**config.mk**
```make
export PLATFORM = sky130hd
export DESIGN_NAME = bcd_to_binary_flat
export DESIGN_NICKNAME = d
export VERILOG_FILES = /design/src/rtl/calc_pkg.sv /design/src/rtl/bcd_to_binary_if.sv /design/src/rtl/bcd_to_binary_mac.sv /design/src/rtl/bcd_to_binary.sv /design/src/flat_wrapper.sv
export SDC_FILE = /design/constraint.sdc
export NUM_CORES = 1
export LEC_CHECK = 0
export ABC_AREA = 1
export BUFFER_PORTS_ARGS = -buffer_cell sky130_fd_sc_hd__buf_2
export CAP_MARGIN = 25
export CELL_PAD_IN_SITES_DETAIL_PLACEMENT = 1
export CELL_PAD_IN_SITES_GLOBAL_PLACEMENT = 1
export CORE_MARGIN = 3
export CORE_UTILIZATION = 30
export CTS_BUF_LIST = sky130_fd_sc_hd__clkbuf_16
export CTS_CLUSTER_SIZE = 14
export DETAILED_ROUTE_END_ITERATION = 10
export GPL_TIMING_DRIVEN = 0
export HOLD_SLACK_MARGIN = 0.08
export PLACE_DENSITY = 0.63
export SKIP_LAST_GASP = 1
export SYNTH_ARGS = -nofsm -noshare
export SYNTH_HDL_FRONTEND = slang
export SYNTH_SLANG_ARGS = --single-unit
```
**constraint.sdc**
```tcl
create_clock -name clk -period 7.8 [get_ports clk]
set_clock_uncertainty 0.1 [all_clocks]
set_input_delay 0.78 -clock clk [delete_from_list [all_inputs] [get_ports clk]]
set_output_delay 0.78 -clock clk [all_outputs]
set_load 0.01 [all_outputs]
```
**src/rtl/calc_pkg.sv**
```systemverilog
// Shared calculator definitions: converter state encoding, BCD constants and
// the packed-BCD width helper shared with the display path.
package calc_pkg;

  typedef enum logic [1:0] {
    IDLE = 2'd0,
    CONV = 2'd1,
    DONE = 2'd2
  } bcd2bin_state_t;

  localparam logic [3:0] BCD_DIGIT_MAX = 4'd9;

  function automatic int bcd_width(input int digits);
    return 4 * digits;
  endfunction

endpackage

```
**src/rtl/bcd_to_binary_if.sv**
```systemverilog
// Start/busy/done handshake and result bus between the input controller
// (master) and the BCD-to-binary converter (slave).
interface bcd_to_binary_if #(
  parameter int N      = 32,
  parameter int DIGITS = 10
) ();

  logic                                  start;
  logic [calc_pkg::bcd_width(DIGITS)-1:0] bcd_in;
  logic                                  neg_in;
  logic                                  busy;
  logic                                  done;
  logic [N-1:0]                          bin_out;
  logic                                  overflow;
  logic                                  invalid;

  modport master (
    output start, bcd_in, neg_in,
    input  busy, done, bin_out, overflow, invalid
  );

  modport slave (
    input  start, bcd_in, neg_in,
    output busy, done, bin_out, overflow, invalid
  );

endinterface

```
**src/rtl/bcd_to_binary_mac.sv**
```systemverilog
// One multiply-accumulate step: t = acc*10 + d, with the signed-magnitude
// limit compare and a non-decimal digit flag.
module bcd_digit_mac
  import calc_pkg::*;
#(
  parameter int N = 32
) (
  input  logic [N+3:0] acc,
  input  logic [3:0]   d,
  input  logic         neg,
  output logic [N+3:0] t,
  output logic         exceeds,
  output logic         bad_digit
);

  logic [N+3:0] limit;

  // Four guard bits above N keep acc*10+9 from wrapping for any acc <= 2^(N-1).
  assign t         = (acc << 3) + (acc << 1) + (N+4)'(d);
  assign limit     = {5'b0, {(N-1){1'b1}}} + (N+4)'(neg);
  assign exceeds   = t > limit;
  assign bad_digit = d > BCD_DIGIT_MAX;

endmodule

```
**src/rtl/bcd_to_binary.sv**
```systemverilog
// Sequential packed-BCD to two's-complement converter, one digit per clock,
// most significant digit first.
module bcd_to_binary
  import calc_pkg::*;
#(
  parameter int N      = 32,
  parameter int DIGITS = 10
) (
  input  logic            clk,
  input  logic            reset,
  bcd_to_binary_if.slave  bus
);

  localparam int W    = bcd_width(DIGITS);
  localparam int AW   = N + 4;
  localparam int IDXW = (DIGITS > 1) ? $clog2(DIGITS) : 1;

  bcd2bin_state_t  state_q, state_d;
  logic [W-1:0]    sr_q;
  logic            neg_q;
  logic [AW-1:0]   acc_q, acc_d;
  logic [IDXW-1:0] idx_q;
  logic            ovf_q, ovf_d;
  logic            inv_q, inv_d;
  logic [N-1:0]    bin_q;
  logic            overflow_q;
  logic            invalid_q;

  logic [AW-1:0]   mac_t;
  logic            mac_exceeds;
  logic            mac_bad;
  logic            last_digit;

  bcd_digit_mac #(.N(N)) u_mac (
    .acc       (acc_q),
    .d         (sr_q[W-1 -: 4]),
    .neg       (neg_q),
    .t         (mac_t),
    .exceeds   (mac_exceeds),
    .bad_digit (mac_bad)
  );

  assign last_digit = (idx_q == '0);

  // Overflow is sticky and freezes acc, but later digits are still checked.
  always_comb begin
    // NOTE: every always_comb output gets a default first so no path can infer a latch.
    acc_d = acc_q;
    ovf_d = ovf_q;
    inv_d = inv_q;
    if (mac_bad) begin
      inv_d = 1'b1;
    end else if (!ovf_q) begin
      if (mac_exceeds) ovf_d = 1'b1;
      else             acc_d = mac_t;
    end
  end

  always_comb begin
    state_d = state_q;
    case (state_q)
      IDLE:    if (bus.start) state_d = CONV;
      CONV:    if (last_digit) state_d = DONE;
      DONE:    state_d = IDLE;
      default: state_d = IDLE;
    endcase
  end

  always_ff @(posedge clk) begin
    // NOTE: sequential state uses non-blocking assignments so every register samples pre-edge values.
    if (reset) state_q <= IDLE;
    else       state_q <= state_d;
  end

  always_ff @(posedge clk) begin
    if (reset) begin
      sr_q       <= '0;
      neg_q      <= 1'b0;
      acc_q      <= '0;
      idx_q      <= '0;
      ovf_q      <= 1'b0;
      inv_q      <= 1'b0;
      bin_q      <= '0;
      overflow_q <= 1'b0;
      invalid_q  <= 1'b0;
    end else begin
      case (state_q)
        IDLE: if (bus.start) begin
          sr_q  <= bus.bcd_in;
          neg_q <= bus.neg_in;
          acc_q <= '0;
          idx_q <= IDXW'(DIGITS - 1);
          ovf_q <= 1'b0;
          inv_q <= 1'b0;
        end
        CONV: begin
          acc_q <= acc_d;
          ovf_q <= ovf_d;
          inv_q <= inv_d;
          sr_q  <= sr_q << 4;
          idx_q <= idx_q - 1'b1;
          // Results are built from the final digit's update so they land with done.
          if (last_digit) begin
            if (inv_d) begin
              bin_q      <= '0;
              overflow_q <= 1'b0;
              invalid_q  <= 1'b1;
            end else if (ovf_d) begin
              bin_q      <= '0;
              overflow_q <= 1'b1;
              invalid_q  <= 1'b0;
            end else begin
              bin_q      <= neg_q ? (N'(0) - acc_d[N-1:0]) : acc_d[N-1:0];
              overflow_q <= 1'b0;
              invalid_q  <= 1'b0;
            end
          end
        end
        default: ;
      endcase
    end
  end

  assign bus.busy     = (state_q != IDLE);
  assign bus.done     = (state_q == DONE);
  assign bus.bin_out  = bin_q;
  assign bus.overflow = overflow_q;
  assign bus.invalid  = invalid_q;

endmodule

```
**src/flat_wrapper.sv**
```systemverilog
// flat-port wrapper written by rule: the top's interface ports become plain ports
module bcd_to_binary_flat import calc_pkg::*;
#(
  parameter int N      = 32,
  parameter int DIGITS = 10
)
  (clk, reset, bus_start, bus_bcd_in, bus_neg_in, bus_busy, bus_done, bus_bin_out, bus_overflow, bus_invalid);
  bcd_to_binary_if #(.N(N), .DIGITS(DIGITS)) bus_i ();
  input  logic clk;
  input  logic reset;
  input wire logic [$bits(bus_i.start)-1:0] bus_start;
  input wire logic [$bits(bus_i.bcd_in)-1:0] bus_bcd_in;
  input wire logic [$bits(bus_i.neg_in)-1:0] bus_neg_in;
  output wire logic [$bits(bus_i.busy)-1:0] bus_busy;
  output wire logic [$bits(bus_i.done)-1:0] bus_done;
  output wire logic [$bits(bus_i.bin_out)-1:0] bus_bin_out;
  output wire logic [$bits(bus_i.overflow)-1:0] bus_overflow;
  output wire logic [$bits(bus_i.invalid)-1:0] bus_invalid;
  assign bus_i.start = bus_start;
  assign bus_i.bcd_in = bus_bcd_in;
  assign bus_i.neg_in = bus_neg_in;
  assign bus_busy = bus_i.busy;
  assign bus_done = bus_i.done;
  assign bus_bin_out = bus_i.bin_out;
  assign bus_overflow = bus_i.overflow;
  assign bus_invalid = bus_i.invalid;
  bcd_to_binary #(.N(N), .DIGITS(DIGITS)) u_core (.clk(clk), .reset(reset), .bus(bus_i));
endmodule
```
==> summary.md <==
| Metric | Value |
|---|---|
| Clock Latency Late Sink | 0.43 ns |
| Share of cells above drive strength 1 | 10.5% |
| Cts hold-fix bufs | 0 |
| Max FO, Critical Path | 5 |
| Startpoint Class | flip-flop |
| Final ANT Viol Nets | 0 |
| Critical Path AT | 6.79 ns |
| # fillers | 4050 |
| Die area | 33600 um^2 |
| Syn_nets | 1643 |
| Vias/cell | 4.94 |
| Final min period | 6.60 ns |
| Num CTS Buffers | 17 |
| Syn-to-layout area delta | 16.4% |
| Root Driver | clkbuf_16 |
| Number of iterations in the first detailed-routing pass | 5 |
| TNS Setup | 0 ns |
| Die height | 183 um |
| # Max-Cap Violations | 0 |
| I/O Pins | 80 |
| Ant diodes | 0 |
| Vias in the first global route | 10200 |
| Non-Filler Instances | 2000 |
| Post-Route WL | 33300 um |
| Max Slew Vio Count | 0 |
| Required time worst endpoint | 7.99 ns |
| Most common cell after layout, fill and taps aside | nand2_1 |
| Worst rel slew slack | 45.4% |
| Placed Cells | 1971 |
| Final net count | 1741 |
| Residual DRC count | 0 |
| Pin count of the biggest net entering global routing | 25 |
| Post-DR wirelength/cell | 16.6 um |
| Fin. Hold Viols | 0 |
| Register area share after synthesis | 25.0% |
| Library cells used by synthesis | 46 |
| Resize count post-CTS | 0 |
| Min Hold Slack | 0.343 ns |
| Setup CP Type | reg2reg |
| Post-synth EDFFs | 0 |
| Num rows | 64 |
| Antenna violations before repair | 0 |
| Total core area | 30700 um^2 |
| RSZ-0062 raised after global routing | no |
| Synth Cell Area | 9430 um^2 |
| Element type at the critical path end | flip-flop |
| Clock Sink Count | 118 |
| CP max-delay cell | fa_1 |
| Status | finished, final reports clean |
| Post-Synthesis Cells | 1496 |
| H-tree depth | 4 |
| Worst-margin pin slew | 0.819 ns |
| Post-CTS Setup Inserts | 0 |
| Async set-or-reset flop fraction in the synthesized netlist | 0% |
| Setup violations, final | 0 |
| Post-route cell area | 11000 um^2 |
| Overall Global Routing Usage | 20.0% |
| Main synth FF type | dfxtp_1 |
| First-pass GRT wire length | 53200 um |
| Count of buffers from port buffering | 78 |
| Mean Syn Cell Area | 6.30 um^2 |
| Starting density of the core | 30.7% |
| Die Wd | 183 um |
| Worst-path clk slew | 0.06 ns |
| Final Cycle Share | 84.6% |
| Initial drt markers | 441 |
| Largest stage delay, worst path | 0.52 ns |
| Most frequent cells in the layout | nand2_1, inv_1, dfxtp_1 |
| Synth warnings | 0 |
| DR vias | 9883 |
| TritonCTS clock tree | built |
| Fmax | 0.152 GHz |
| Dpl hpwl | 27400 um |
| GRT overflow | 0 |
| HP Class | reg2reg |
| Placed inst area | 10300 um^2 |
| Seq cells post-synth | 118 |
| CTS Buffer Depth | 2 |
| Global placement routability congestion | 0.876 |
[routing by layer]
layer  global-route usage, %  share of wire, %
met1                    23.9                44
met2                    37.5                51
met3                    3.17               2.9
met4                    4.81               1.5
met5                       0                 0
[worst paths after layout]
path	startpoint	end	slack (ns)	cells past startpoint
worst max-delay path	u_core.acc_q[2]	u_core.bus.bin_out[24]	1.20	30
worst min-delay path	u_core.idx_q[2]	u_core.idx_q[2]	0.34	1
worst max register to register	u_core.acc_q[2]	u_core.bus.bin_out[24]	1.20	30
worst min register to register	u_core.idx_q[2]	u_core.idx_q[2]	0.34	1
[registers in the layout (all words and copies together), names as in the netlist]
register             count
u_core.bus.bin_out      32
u_core.inv_q             1
u_core.idx_q             4
u_core.bus.invalid       1
u_core.acc_q            35
u_core.sr_q             40
u_core.bus.overflow      1
u_core.state_q           2
u_core.neg_q             1
u_core.ovf_q             1
[logic make-up after synthesis]
logic type,after synthesis,share of synthesized area [%]
compound gates,227,14.5
xor+xnor,27,2.51
fa+ha+maj,103,13.8
buf+inv,236,9.71
flops,118,25.0
simple gates,785,34.4
[Yosys cell counts (4+ instances only)]
| cell | count | area (um^2) |
|---|---|---|
| xnor2_1 | 8 | 70.1 |
| nor2_1 | 83 | 312 |
| nand2_2 | 6 | 37.5 |
| inv_1 | 180 | 676 |
| nand4_1 | 21 | 131 |
| clkbuf_1 | 37 | 139 |
| nor2_2 | 7 | 43.8 |
| xor2_1 | 19 | 166 |
| or2_2 | 5 | 31.3 |
| nor3b_1 | 5 | 37.5 |
| o21ai_2 | 18 | 158 |
| o21ai_1 | 14 | 70.1 |
| nand2_1 | 556 | 2090 |
| ha_1 | 101 | 1260 |
| o21bai_1 | 5 | 37.5 |
| dfxtp_1 | 118 | 2360 |
| inv_2 | 7 | 26.3 |
| o21ai_0 | 20 | 100 |
| nand3_1 | 80 | 400 |
| buf_1 | 4 | 15.0 |
| nor3_1 | 8 | 40.0 |
| a31oi_1 | 14 | 87.6 |
| a21oi_1 | 113 | 566 |
| a22oi_1 | 23 | 173 |
[metrics by stage]
step	setup slack [ns]	utilization, %
2_1_floorplan	2.77	-
3_3_place_gp	1.35	33.6
3_5_place_dp	1.25	33.6
4_1_cts	1.23	35.7
5_1_grt	0.617	35.7
6_report	1.20	35.7
[final cells by class]
class                           count  area [um^2]  area share (%)
Timing Repair Buffer               79          418            3.81
Tap cell                          396          495            4.51
Clock inverter                     12          211            1.93
Buffer                             48          210            1.91
Inverter                          188          706            6.43
Sequential cell                   118         2360            21.5
Clock buffer                       17          425            3.87
Multi-Input combinational cell   1142         6150            56.0
[critical path, delay by kind of cell, from the launching register on]
kind                     cells  cell delay [ns]
buffers and inverters        1             0.12
AO/OA/AOI/OAI                5             0.97
XOR/XNOR                     1             0.19
adder cells (fa/ha/maj)      4             1.42
AND/OR/NAND/NOR             19             3.19
flip-flops                   1             0.47
Power is left out: the tool's default activity adds up to more than one toggle a clock period on the data nets, which glitch-free logic cannot reach.
